File: src/rtl/program_loader_pkg.sv
// rtl/program_loader_pkg.sv - shared state encoding and default sizes for the program loader
package program_loader_pkg;

  localparam int          ADDRESS_BITS_DEFAULT = 8;
  localparam int          DATA_BITS_DEFAULT    = 32;
  localparam logic [31:0] HALT_WORD_DEFAULT    = 32'hFFFF_FFFF;
  localparam int          BYTES_PER_WORD       = 4;

  typedef enum logic [2:0] {
    IDLE  = 3'd0,
    RECV  = 3'd1,
    WRITE = 3'd2,
    DONE  = 3'd3,
    ERROR = 3'd4
  } state_t;

endpackage

File: src/rtl/program_loader_byte_packer.sv
// rtl/program_loader_byte_packer.sv - big-endian byte-to-word assembler with clear
module program_loader_byte_packer
  import program_loader_pkg::*;
(
  input  logic        clk,
  input  logic        rst,
  input  logic        i_clear,
  input  logic [7:0]  i_byte,
  input  logic        i_byte_valid,
  output logic [31:0] o_word,
  output logic        o_word_valid
);

  // Only the first three bytes are stored; the fourth completes the word on the fly.
  logic [23:0] shift_q, shift_d;
  logic [1:0]  byte_cnt_q, byte_cnt_d;

  assign o_word       = {shift_q, i_byte};
  assign o_word_valid = i_byte_valid && !i_clear && (byte_cnt_q == 2'(BYTES_PER_WORD - 1));

  always_comb begin
    shift_d    = shift_q;
    byte_cnt_d = byte_cnt_q;
    if (i_clear) begin
      shift_d    = '0;
      byte_cnt_d = '0;
    end else if (i_byte_valid) begin
      shift_d    = o_word[23:0];
      byte_cnt_d = byte_cnt_q + 2'd1;
    end
  end

  always_ff @(posedge clk) begin
    if (rst) begin
      shift_q    <= '0;
      byte_cnt_q <= '0;
    end else begin
      shift_q    <= shift_d;
      byte_cnt_q <= byte_cnt_d;
    end
  end

endmodule

File: src/rtl/program_loader.sv
// rtl/program_loader.sv - loads a UART byte stream into instruction BRAM, one word per address
module program_loader
  import program_loader_pkg::*;
#(
  parameter int                   ADDRESS_BITS = ADDRESS_BITS_DEFAULT,
  parameter int                   DATA_BITS    = DATA_BITS_DEFAULT,
  parameter logic [DATA_BITS-1:0] HALT_WORD    = HALT_WORD_DEFAULT
) (
  input  logic                    clk,
  input  logic                    rst,
  input  logic                    i_start,
  input  logic [7:0]              i_rx_data,
  input  logic                    i_rx_valid,
  output logic                    o_write_enable,
  output logic [ADDRESS_BITS-1:0] o_address,
  output logic [DATA_BITS-1:0]    o_data,
  output logic                    o_busy,
  output logic                    o_done,
  output logic                    o_error,
  output logic [ADDRESS_BITS:0]   o_word_count
);

  localparam logic [ADDRESS_BITS-1:0] ADDR_LAST = '1;

  state_t                  state_q, state_d;
  logic                    we_q, we_d;
  logic [ADDRESS_BITS-1:0] addr_q, addr_d;
  logic [DATA_BITS-1:0]    data_q, data_d;
  logic                    busy_q, busy_d;
  logic                    done_q, done_d;
  logic                    error_q, error_d;
  logic [ADDRESS_BITS:0]   count_q, count_d;

  logic        start_ok;
  logic        packer_valid;
  logic [31:0] word;
  logic        word_valid;

  assign start_ok     = i_start && (state_q inside {IDLE, DONE, ERROR});
  // Bytes outside RECV (including the single WRITE cycle) never reach the packer.
  assign packer_valid = i_rx_valid && (state_q == RECV);

  program_loader_byte_packer u_byte_packer (
    .clk          (clk),
    .rst          (rst),
    .i_clear      (start_ok),
    .i_byte       (i_rx_data),
    .i_byte_valid (packer_valid),
    .o_word       (word),
    .o_word_valid (word_valid)
  );

  always_comb begin
    state_d = state_q;
    we_d    = 1'b0;
    addr_d  = addr_q;
    data_d  = data_q;
    count_d = count_q;
    case (state_q)
      IDLE, DONE, ERROR: begin
        if (start_ok) begin
          state_d = RECV;
          addr_d  = '0;
          count_d = '0;
        end
      end
      RECV: begin
        if (word_valid) begin
          state_d = WRITE;
          we_d    = 1'b1;
          data_d  = word;
        end
      end
      WRITE: begin
        count_d = count_q + 1'b1;
        // The halt word wins even when it lands in the last address.
        if (data_q == HALT_WORD) begin
          state_d = DONE;
        end else if (addr_q == ADDR_LAST) begin
          state_d = ERROR;
        end else begin
          addr_d  = addr_q + 1'b1;
          state_d = RECV;
        end
      end
      default: state_d = IDLE;
    endcase
    busy_d  = state_d inside {RECV, WRITE};
    done_d  = (state_d == DONE);
    error_d = (state_d == ERROR);
  end

  always_ff @(posedge clk) begin
    if (rst) begin
      state_q <= IDLE;
      we_q    <= 1'b0;
      addr_q  <= '0;
      data_q  <= '0;
      busy_q  <= 1'b0;
      done_q  <= 1'b0;
      error_q <= 1'b0;
      count_q <= '0;
    end else begin
      state_q <= state_d;
      we_q    <= we_d;
      addr_q  <= addr_d;
      data_q  <= data_d;
      busy_q  <= busy_d;
      done_q  <= done_d;
      error_q <= error_d;
      count_q <= count_d;
    end
  end

  assign o_write_enable = we_q;
  assign o_address      = addr_q;
  assign o_data         = data_q;
  assign o_busy         = busy_q;
  assign o_done         = done_q;
  assign o_error        = error_q;
  assign o_word_count   = count_q;

endmodule

File: config.mk
export PLATFORM = sky130hd
export DESIGN_NAME = program_loader
export DESIGN_NICKNAME = d
export VERILOG_FILES = /design/src/rtl/program_loader_pkg.sv /design/src/rtl/program_loader_byte_packer.sv /design/src/rtl/program_loader.sv
export SDC_FILE = /design/constraint.sdc
export NUM_CORES = 1
export LEC_CHECK = 0
export ABC_AREA = 1
export BUFFER_PORTS_ARGS = -buffer_cell sky130_fd_sc_hd__buf_2
export CAP_MARGIN = 0
export CORE_UTILIZATION = 50
export CTS_BUF_LIST = sky130_fd_sc_hd__clkbuf_8 sky130_fd_sc_hd__clkbuf_16
export CTS_CLUSTER_DIAMETER = 120
export CTS_CLUSTER_SIZE = 30
export DETAILED_ROUTE_END_ITERATION = 10
export HOLD_SLACK_MARGIN = 0.03
export MAX_ROUTING_LAYER = met4
export PLACE_DENSITY_LB_ADDON = 0.25
export SETUP_SLACK_MARGIN = 0.2
export SYNTH_ARGS = -nofsm -noshare
export SYNTH_HDL_FRONTEND = slang
export SYNTH_SLANG_ARGS = --single-unit
File: constraint.sdc
create_clock -name clk -period 3.2 [get_ports clk]
set_clock_uncertainty 0.2 [all_clocks]
set_input_delay 0.64 -clock clk [delete_from_list [all_inputs] [get_ports clk]]
set_output_delay 0.64 -clock clk [all_outputs]
set_load 0.005 [all_outputs]
==> results_dict.tcl, run 1 <==
set metrics [dict create \
    status "complete, no violations" \
    cts_resized 0 \
    yosys.area_share.simple_pct 31.23 \
    synthXorXnorAreaFrac_pct 1.271 \
    rsz0062_at_grt "false" \
    syn_to_final_growth_pct 14.78 \
    synth_top_cell_by_area "dfxtp_1" \
    grt_usage_pct 23.96 \
    syn_inst 465 \
    drv_slew 0 \
    synth_top_family_by_area "simple AND/OR/NAND/NOR gates" \
    yosys-top-cells-area "dfxtp_1 (48%), nand2_1 (16%), a21oi_1 (11%)" \
    port_buffers 64 \
    yosys-top-cells-count "nand2_1 (148), dfxtp_1 (82), a21oi_1 (76)" \
    place.gp.congestion 0.9054 \
    hold_class "flop to flop" \
    dpl.hpwl_mm 5.513 \
    regArea_sq_mm 0.001642 \
    yosys_warnings 0 \
    fp.dieW_um 85.02 \
    leakage_nw 1.536 \
    critPathCaptureType "flop" \
    cp.arrival_ns 1.98 \
    hold_buffers 0 \
    crit_type "flop to flop" \
    die_y_um 85.02 \
    synth_compound_area_share_pct 12.53 \
    grt_max_degree 59 \
    grt-ovfl-total 0 \
    cts_made_buffers 9 \
    critPathBufInv 2 \
    yosysSeqAreaShare_pct 47.64 \
    routedWlPerCell_um 13.41 \
    clk_path_buf_depth 2 \
    vias 3195 \
    fin_area_sq_mm 0.003955 \
    muxShareOfSynthArea_pct 0 \
    regToRegSetupSlack_ns 1.27 \
    synth-adder-area-share_pct 1.089 \
    start_util_pct 53.05 \
    cts.sinks 82 \
    async_reset_ff_share_pct 0 \
    clk_latency_ns 0.35 \
    grt_pass1_vias 2916 \
    coreArea_sq_mm 0.006495 \
    synth_area_sq_mm 0.003446 \
    setup_slack_ns 1.267 \
    synth_top_area_share_pct 47.64 \
    multi_input_area_sq_mm 0.001589 \
    crit_path_max_incr_delay_ns 0.41 \
    placed_area_sq_mm 0.003760 \
    cp.required_ns 3.25 \
    ys_ff_latch 82 \
    tns_ns 0 \
    slowest_stage "dfxtp_1" \
    fin_crit_sh_pct 60.41 \
    cp_top_family "simple AND/OR/NAND/NOR gates" \
    antenna_found_initial 0 \
    cts_root_buf "clkbuf_8" \
    core.rowCount 29 \
    path_clk_slew_ns 0.08 \
    timing.hold.ws_ns 0.2684 \
    final_cells 601 \
    drive_above_1_share_pct 20.04 \
    cts_setup_buffers 0 \
    total_power_mw 1.884 \
    synth.most_common_cell "nand2_1" \
    max_slew_margin_pct 50.24 \
    grt_pass1_wl_mm 13.44 \
    synth-edff-count 0 \
    cap_violations 0 \
    utilization_pct 60.89 \
    antennaDiodeCount 0 \
    worst-path-max-fanout 12 \
    syn_nets 480 \
    path_cells "nand3_2, inv_2, nor2_2, nor2_4, nand2_4, inv_2, nand2_1, nand2_1, nor2_2" \
    p_per_area_mw_per_mm2 476.4 \
    place_inst 585 \
    synthDistinctLibCells 30 \
    final_hold_viol_count 0 \
    period_needed_ns 1.933 \
    tightest_slew_ns 0.7455 \
    vdd_drop_max_mv 0.2774 \
    layout.nets 534 \
    ys.flop_type "dfxtp_1" \
    dr.pass1.iters 4 \
    dieArea_sq_mm 0.007228 \
    fmax_mhz 517.3 \
    antenna_left 0 \
    drc 0 \
    h-tree-depth 3 \
    first_iter_violations 142 \
    cts_tree "built" \
    totalWireLength_mm 8.060 \
    pre_cts_slack_ns 1.182 \
    setup_viol 0 \
    fillers 609 \
    ios 65 \
    vias_per_cell 5.316 \
    crit_path_start_kind "flop" \
    postSynthAreaPerCell_sq_um 7.410 \
]
## worst min-delay path, delay by kind of cell, from the launching register on
family,cells,cell delay [ns]
flops,1,0.32
simple gates,1,0.06
compound gates,1,0.05
## per-layer routing
metal	vias up	global-route usage (%)	part of all wire, %
li1	1622	-	-
met1	1484	30.92	45
met2	79	37.76	48
met3	10	5.058	5.0
met4	0	7.396	1.3
met5	-	-	0
## final timing paths
path / start / end / cells after the start
worst max-delay path: state_q[1] / o_address[1] / 9
worst min-delay path: u_byte_packer.shift_q[23] / u_byte_packer.shift_q[23] / 2
worst max register to register: state_q[1] / o_address[1] / 9
worst min register to register: u_byte_packer.shift_q[23] / u_byte_packer.shift_q[23] / 2
## sequential cells by signal, summed over array words and instances (netlist names)
signal,count
o_done,1
state_q,3
u_byte_packer.shift_q,24
o_write_enable,1
o_busy,1
o_word_count,9
o_data,32
o_error,1
o_address,8
u_byte_packer.byte_cnt_q,2
## power by group
group | internal (mW) | switching (mW) | total [mW]
Combinational | 0.0297 | 0.0763 | 0.106
Sequential | 1.03 | 0.00841 | 1.04
Clock | 0.377 | 0.365 | 0.741
Total | 1.43 | 0.449 | 1.88
## layout make-up
cell class              instances  area share [%]
flip-flops and latches         82           41.51
clock inverters                 6           1.455
well taps                      77           2.436
repair buffers                 69           9.048
inverters                      20           1.898
multi-input cells             337           40.18
clock buffers                  10           3.480
## placed cells by master, fill, tap and decap left out, drive strengths merged
cell type    n
ha           3
nor2        33
a21oi       78
dfxtp       82
a211oi       1
nand4        3
xnor2        1
bufinv       1
nor3         4
clkinv       5
inv         20
o21ai        2
a31o         1
nor4         1
nand3       52
xor2         4
clkbuf      10
o21bai       1
buf         69
nand2      152
nand3b       1
## kinds of logic after synthesis
logic type / after synthesis
simple gates: 246
xor+xnor: 5
compound gates: 83
flops: 82
fa+ha+maj: 3
buf+inv: 46
No activity file was read; power rests on OpenSTA's default activity.
==> run 2: changes to the inputs <==
--- a/config.mk
+++ b/config.mk
@@ -5,7 +5,7 @@
 export SDC_FILE = /design/constraint.sdc
 export NUM_CORES = 1
 export LEC_CHECK = 0
-export ABC_AREA = 1
+export ABC_AREA = 0
 export BUFFER_PORTS_ARGS = -buffer_cell sky130_fd_sc_hd__buf_2
 export CAP_MARGIN = 0
 export CORE_UTILIZATION = 50
==> constraint.sdc (replaced) <==
create_clock -name clk -period 1.9 [get_ports clk]
set_clock_uncertainty 0.2 [all_clocks]
set_input_delay 0.38 -clock clk [delete_from_list [all_inputs] [get_ports clk]]
set_output_delay 0.38 -clock clk [all_outputs]
set_load 0.005 [all_outputs]
==> run 2 against run 1 <==
Utilization increased by 13 points. Register-to-register slack worse by 1.2 ns. Critical endpoint is now o_address[2]. Highest routed layer unchanged. Count of clock-buffer cells in the layout increased by 1.
==> results_dict.tcl, run 2 <==
set metrics [dict create \
    async_reset_ff_share_pct 0 \
    r2r_end "o_address[2]" \
    cts_root_buf "clkbuf_8" \
    layout_commonest_cell "nand2_1" \
    place_inst 534 \
    ios 65 \
    yosys_warnings 0 \
    core.rowCount 28 \
    crit_type "flop to flop" \
    fp.dieW_um 82.10 \
    rsz0062_at_grt "true" \
    syn_inst 400 \
    tightest_slew_ns 0.4641 \
    total_power_mw 3.486 \
    regToRegSetupSlack_ns 0.04 \
    drive_above_1_share_pct 37.42 \
    p_per_area_mw_per_mm2 780.4 \
    max_slew_margin_pct 68.73 \
    whs_endpoint "o_data[7]" \
    dpl.hpwl_mm 5.002 \
    grt_pass1_vias 2853 \
    worstHoldStart "i_rx_data[7]" \
    cap_violations 0 \
    antennaDiodeCount 0 \
    holdPathStages 3 \
    leakage_nw 1.808 \
    synthDistinctLibCells 42 \
    routedWlPerCell_um 16.01 \
    worst-path-max-fanout 6 \
    syn_to_final_growth_pct 39.24 \
    fmax_mhz 536.9 \
    antenna_found_initial 0 \
    status "complete, no violations" \
    largest_reg_flops 32 \
    final_cells 572 \
    yosysSeqAreaShare_pct 51.17 \
    path_clk_slew_ns 0.08 \
    reg2regPathDepth 7 \
    vias 3252 \
    start_util_pct 52.93 \
    pre_cts_slack_ns 0.01977 \
    synth-edff-count 0 \
    layout.nets 507 \
    synth_top_cell_by_area "dfxtp_1" \
    yosys-top-cells-area "dfxtp_1 (51%), nand2_1 (14%), a21oi_1 (11%)" \
    clk_latency_ns 0.35 \
    regArea_sq_mm 0.001677 \
    syn_nets 415 \
    synth.most_common_cell "nand2_1" \
    yosys-top-cells-count "nand2_1 (120), dfxtp_1 (82), a21oi_1 (72)" \
    multi_input_area_sq_mm 0.001644 \
    critPathCaptureType "flop" \
    cp.required_ns 1.98 \
    grt_max_degree 36 \
    first_iter_violations 176 \
    layout_common_cells "nand2_1 (114), buf_2 (64), a21oi_1 (60), dfxtp_1 (58), buf_4 (26)" \
    ys_ff_latch 82 \
    synth_top_area_share_pct 51.17 \
    postSynthAreaPerCell_sq_um 8.020 \
    cp.arrival_ns 1.94 \
    cts_made_buffers 9 \
    synth_area_sq_mm 0.003208 \
    crit_path_start_kind "flop" \
    utilization_pct 73.70 \
    grt-ovfl-total 0 \
    grt_pass1_wl_mm 13.24 \
    fin_crit_sh_pct 98.02 \
    die_y_um 82.10 \
    place.gp.congestion 0.9928 \
    cts_tree "built" \
    drc 0 \
    cts.sinks 82 \
    timing.hold.ws_ns 0.06877 \
    drv_slew 0 \
    coreArea_sq_mm 0.006061 \
    setup_slack_ns 0.03761 \
    final_hold_viol_count 0 \
    ys.flop_type "dfxtp_1" \
    antenna_left 0 \
    h-tree-depth 3 \
    dieArea_sq_mm 0.006740 \
    dr.pass1.iters 5 \
    grt_usage_pct 26.59 \
    hold_class "input port to flop" \
    period_needed_ns 1.862 \
    setup_viol 0 \
    totalWireLength_mm 9.159 \
    fillers 451 \
    regToRegStartpoint "state_q[1]" \
    port_buffers 64 \
    vias_per_cell 5.685 \
    vdd_drop_max_mv 0.5478 \
    clk_path_buf_depth 2 \
]
run 2: cell types whose count changed after synthesis, moves of 4 or more:
cell	change
a21oi_1	-4
buf_2	-6
buf_4	-4
clkbuf_1	+9
inv_1	-9
inv_2	-4
nand2_1	-28
nand3_1	-37
nand3_2	-4
nand4_1	+8
nor2_1	-12
run 2: worst max-delay path by stage:
stage                     cells past startpoint        from  slack (ns)         endpoint
after floorplan                               5  state_q[1]        0.05  o_word_count[8]
after global routing                          7   o_data[8]       -0.02     o_address[2]
final                                         7  state_q[1]        0.04     o_address[2]
after CTS                                     4  state_q[0]        0.09  o_word_count[8]
after detailed placement                      7     i_start        0.02     o_address[5]
after global placement                        7     i_start        0.06     o_address[7]
run 2: per-stage QoR:
| step | setup TNS [ns] | instance area [sq um] |
|---|---|---|
| 2_1_floorplan | 0 | 3243 |
| 3_3_place_gp | 0 | 3716 |
| 3_5_place_dp | 0 | 3716 |
| 4_1_cts | 0 | 4099 |
| 5_1_grt | -0.06459 | 4467 |
| 6_report | 0 | 4467 |
run 2: kinds of logic after synthesis:
family                   count (synthesis)  share of synthesized area [%]
XOR/XNOR                                 4                          1.092
adder cells (fa/ha/maj)                  3                          1.170
AO/OA/AOI/OAI                           93                          16.03
multiplexers                             1                         0.3510
buffers and inverters                   30                          3.900
flip-flops                              82                          51.17
AND/OR/NAND/NOR                        187                          26.29
run 2: layout make-up:
type	instances	area share, %
Sequential cell	82	37.54
Multi-Input combinational cell	288	36.81
Timing Repair Buffer	105	17.39
Clock buffer	11	3.389
Clock inverter	5	2.269
Tap cell	75	2.101
Inverter	6	0.5042
run 2: power breakdown:
| group | switching, mW | leakage (nW) | internal (mW) |
|---|---|---|---|
| Clock | 0.626 | 0.127 | 0.941 |
| Sequential | 0.0105 | 0.674 | 1.73 |
| Combinational | 0.110 | 1.01 | 0.0726 |
run 2: per-layer routing:
layer	track usage [%]	vias to the layer above	wire, um
met4	9.825	0	202
met5	-	-	0
met2	42.40	123	4580
met3	4.176	18	474
li1	-	1543	-
met1	34.02	1568	3902
run 2: what timing repair did:
action	CTS	global route
hold buffers	0	0
hold endpoints to repair	0	0
gates cloned	0	5
setup endpoints to repair	45	79
pin swaps	9	22
gates resized for setup	30	52
buffers inserted	8	9
run 2: worst max-delay path, stage by stage (launching register included):
cell and delay (ns):
dfxtp_4 0.37, buf_4 0.15, nor3b_4 0.22, a31oi_4 0.07
a211oi_2 0.33, buf_4 0.21, nand3b_1 0.11, a21oi_2 0.15
==> run 3: changes to the inputs <==
==> constraint.sdc (replaced) <==
create_clock -name clk -period 1.92 [get_ports clk]
set_clock_uncertainty 0.2 [all_clocks]
set_input_delay 0.384 -clock clk [delete_from_list [all_inputs] [get_ports clk]]
set_output_delay 0.384 -clock clk [all_outputs]
set_load 0.005 [all_outputs]
==> run 3 against run 2 <==
Fmax rose by 0.47%. Global-route usage fell by 1.8 points. Critical path type unchanged. Sequential cell count did not move. Sequential power barely moved. Wire length fell by 8.9%. First-iteration DRC count fell by 5.7%. Via count fell by 4.7%. Count of clock-buffer cells in the layout rose by 1. Setup slack improved by 0.029 ns. Largest cell class unchanged. Non-clock buffer count fell by 8.
==> results_dict.tcl, run 3 (synthesis gave the netlist of run 2 again) <==
set metrics [dict create \
    status "complete, no violations" \
    crit_path_max_incr_delay_ns 0.34 \
    dieArea_sq_mm 0.006740 \
    first_iter_violations 166 \
    totalWireLength_mm 8.343 \
    fmax_mhz 539.5 \
    hold_buffers 0 \
    cts.sinks 82 \
    cts_tree "built" \
    place.gp.congestion 0.9546 \
    coreArea_sq_mm 0.006061 \
    antennaDiodeCount 0 \
    antenna_found_initial 0 \
    crit_type "flop to flop" \
    max_slew_margin_pct 73.11 \
    layout.nets 499 \
    path_clk_slew_ns 0.09 \
    fin_crit_sh_pct 96.55 \
    antenna_left 0 \
    tightest_slew_ns 0.4033 \
    layout_common_cells "nand2_1 (119), a21oi_1 (65), buf_2 (64), dfxtp_1 (59)" \
    grt_max_degree 36 \
    grt_pass1_vias 2725 \
    critPathCaptureType "flop" \
    path_cells "nand4_1, nor4_2, buf_4, buf_6, nand3_2, o31a_1, and3b_1" \
    grt_usage_pct 24.83 \
    tns_ns 0 \
    core.rowCount 28 \
    ios 65 \
    dr.pass1.iters 4 \
    start_util_pct 52.93 \
    p_per_area_mw_per_mm2 741.7 \
    port_buffers 64 \
    fin_area_sq_mm 0.004313 \
    cap_violations 0 \
    clk_path_buf_depth 2 \
    worst-path-max-fanout 3 \
    clk_latency_ns 0.35 \
    vias_per_cell 5.496 \
    cp.required_ns 1.96 \
    pre_cts_slack_ns 0.003629 \
    drv_slew 0 \
    fp.dieW_um 82.10 \
    placed_area_sq_mm 0.003706 \
    dpl.hpwl_mm 5.116 \
    timing.hold.ws_ns 0.06844 \
    setup_slack_ns 0.06630 \
    cp.arrival_ns 1.90 \
    layout_commonest_cell "nand2_1" \
    vias 3100 \
    drc 0 \
    hold_class "input port to flop" \
    setup_viol 0 \
    drive_above_1_share_pct 34.76 \
    slowest_stage "dfxtp_2" \
    grt-ovfl-total 0 \
    cts_root_buf "clkbuf_8" \
    crit_path_start_kind "flop" \
    cts_made_buffers 9 \
    final_hold_viol_count 0 \
    routedWlPerCell_um 14.79 \
    h-tree-depth 3 \
    die_y_um 82.10 \
    rsz0062_at_grt "true" \
    syn_to_final_growth_pct 34.44 \
    leakage_nw 1.698 \
    vdd_drop_max_mv 0.5024 \
    grt_pass1_wl_mm 12.30 \
    largest_reg_flops 32 \
    period_needed_ns 1.854 \
]
[run 3: cell types whose count changed in the layout (fill, tap and decap cells not counted), moves of 5 or more]
cell and delta:
nand2_1 +5, a21oi_2 -5, buf_4 -5, nand2_4 -5
a21oi_1 +5
[run 3: report_power, final]
group	internal [mW]	leakage, nW	switching, mW
clock network	0.706	0.112	0.613
logic	0.0615	0.912	0.101
registers	1.71	0.674	0.0104
[run 3: cell type report]
class                      instances  area [sq um]
sequential                        82          1675
fill                             477          1748
inverter                           6         22.52
clock buffer                      12         165.2
timing repair buffer              97         698.2
tap                               75         93.84
multi-input combinational        288          1609
clock inverter                     4         48.80
[run 3: stage by stage]
stage          util (%)  power, mW  std cells
6_report          71.16      3.199        564
5_1_grt           71.16      3.314        564
4_1_cts           66.58      3.198        556
3_5_place_dp      61.15      1.899        533
3_3_place_gp      61.15      1.898        533
2_1_floorplan         -      1.843        400
[run 3: what timing repair did]
item,in CTS,in global routing
setup endpoints to repair,45,61
buffers inserted,6,4
cloned,1,4
pin swaps,12,17
gates resized for setup,25,40
[run 3: metal layers]
metal | vias to the layer above | GRT usage [%] | routed length [um]
met5 | - | - | 0
met4 | 0 | 11.58 | 188
met3 | 19 | 4.066 | 436
met2 | 95 | 39.42 | 4024
met1 | 1456 | 30.88 | 3694
li1 | 1530 | - | -
[run 3: worst max-delay path: cells and delay by family, from the launching register on]
kind	cells	cell delay, ns
compound gates	1	0.15
buf+inv	2	0.31
flops	1	0.34
simple gates	4	0.74
[run 3: worst paths after layout]
check / endpoint / cells past startpoint / startpoint / slack [ns]
worst max-delay path: o_busy / 7 / o_data[3] / 0.07
worst min-delay path: o_data[4] / 3 / i_rx_data[4] / 0.07
worst max register to register: o_busy / 7 / o_data[3] / 0.07
worst min register to register: o_data[27] / 2 / u_byte_packer.shift_q[19] / 0.26
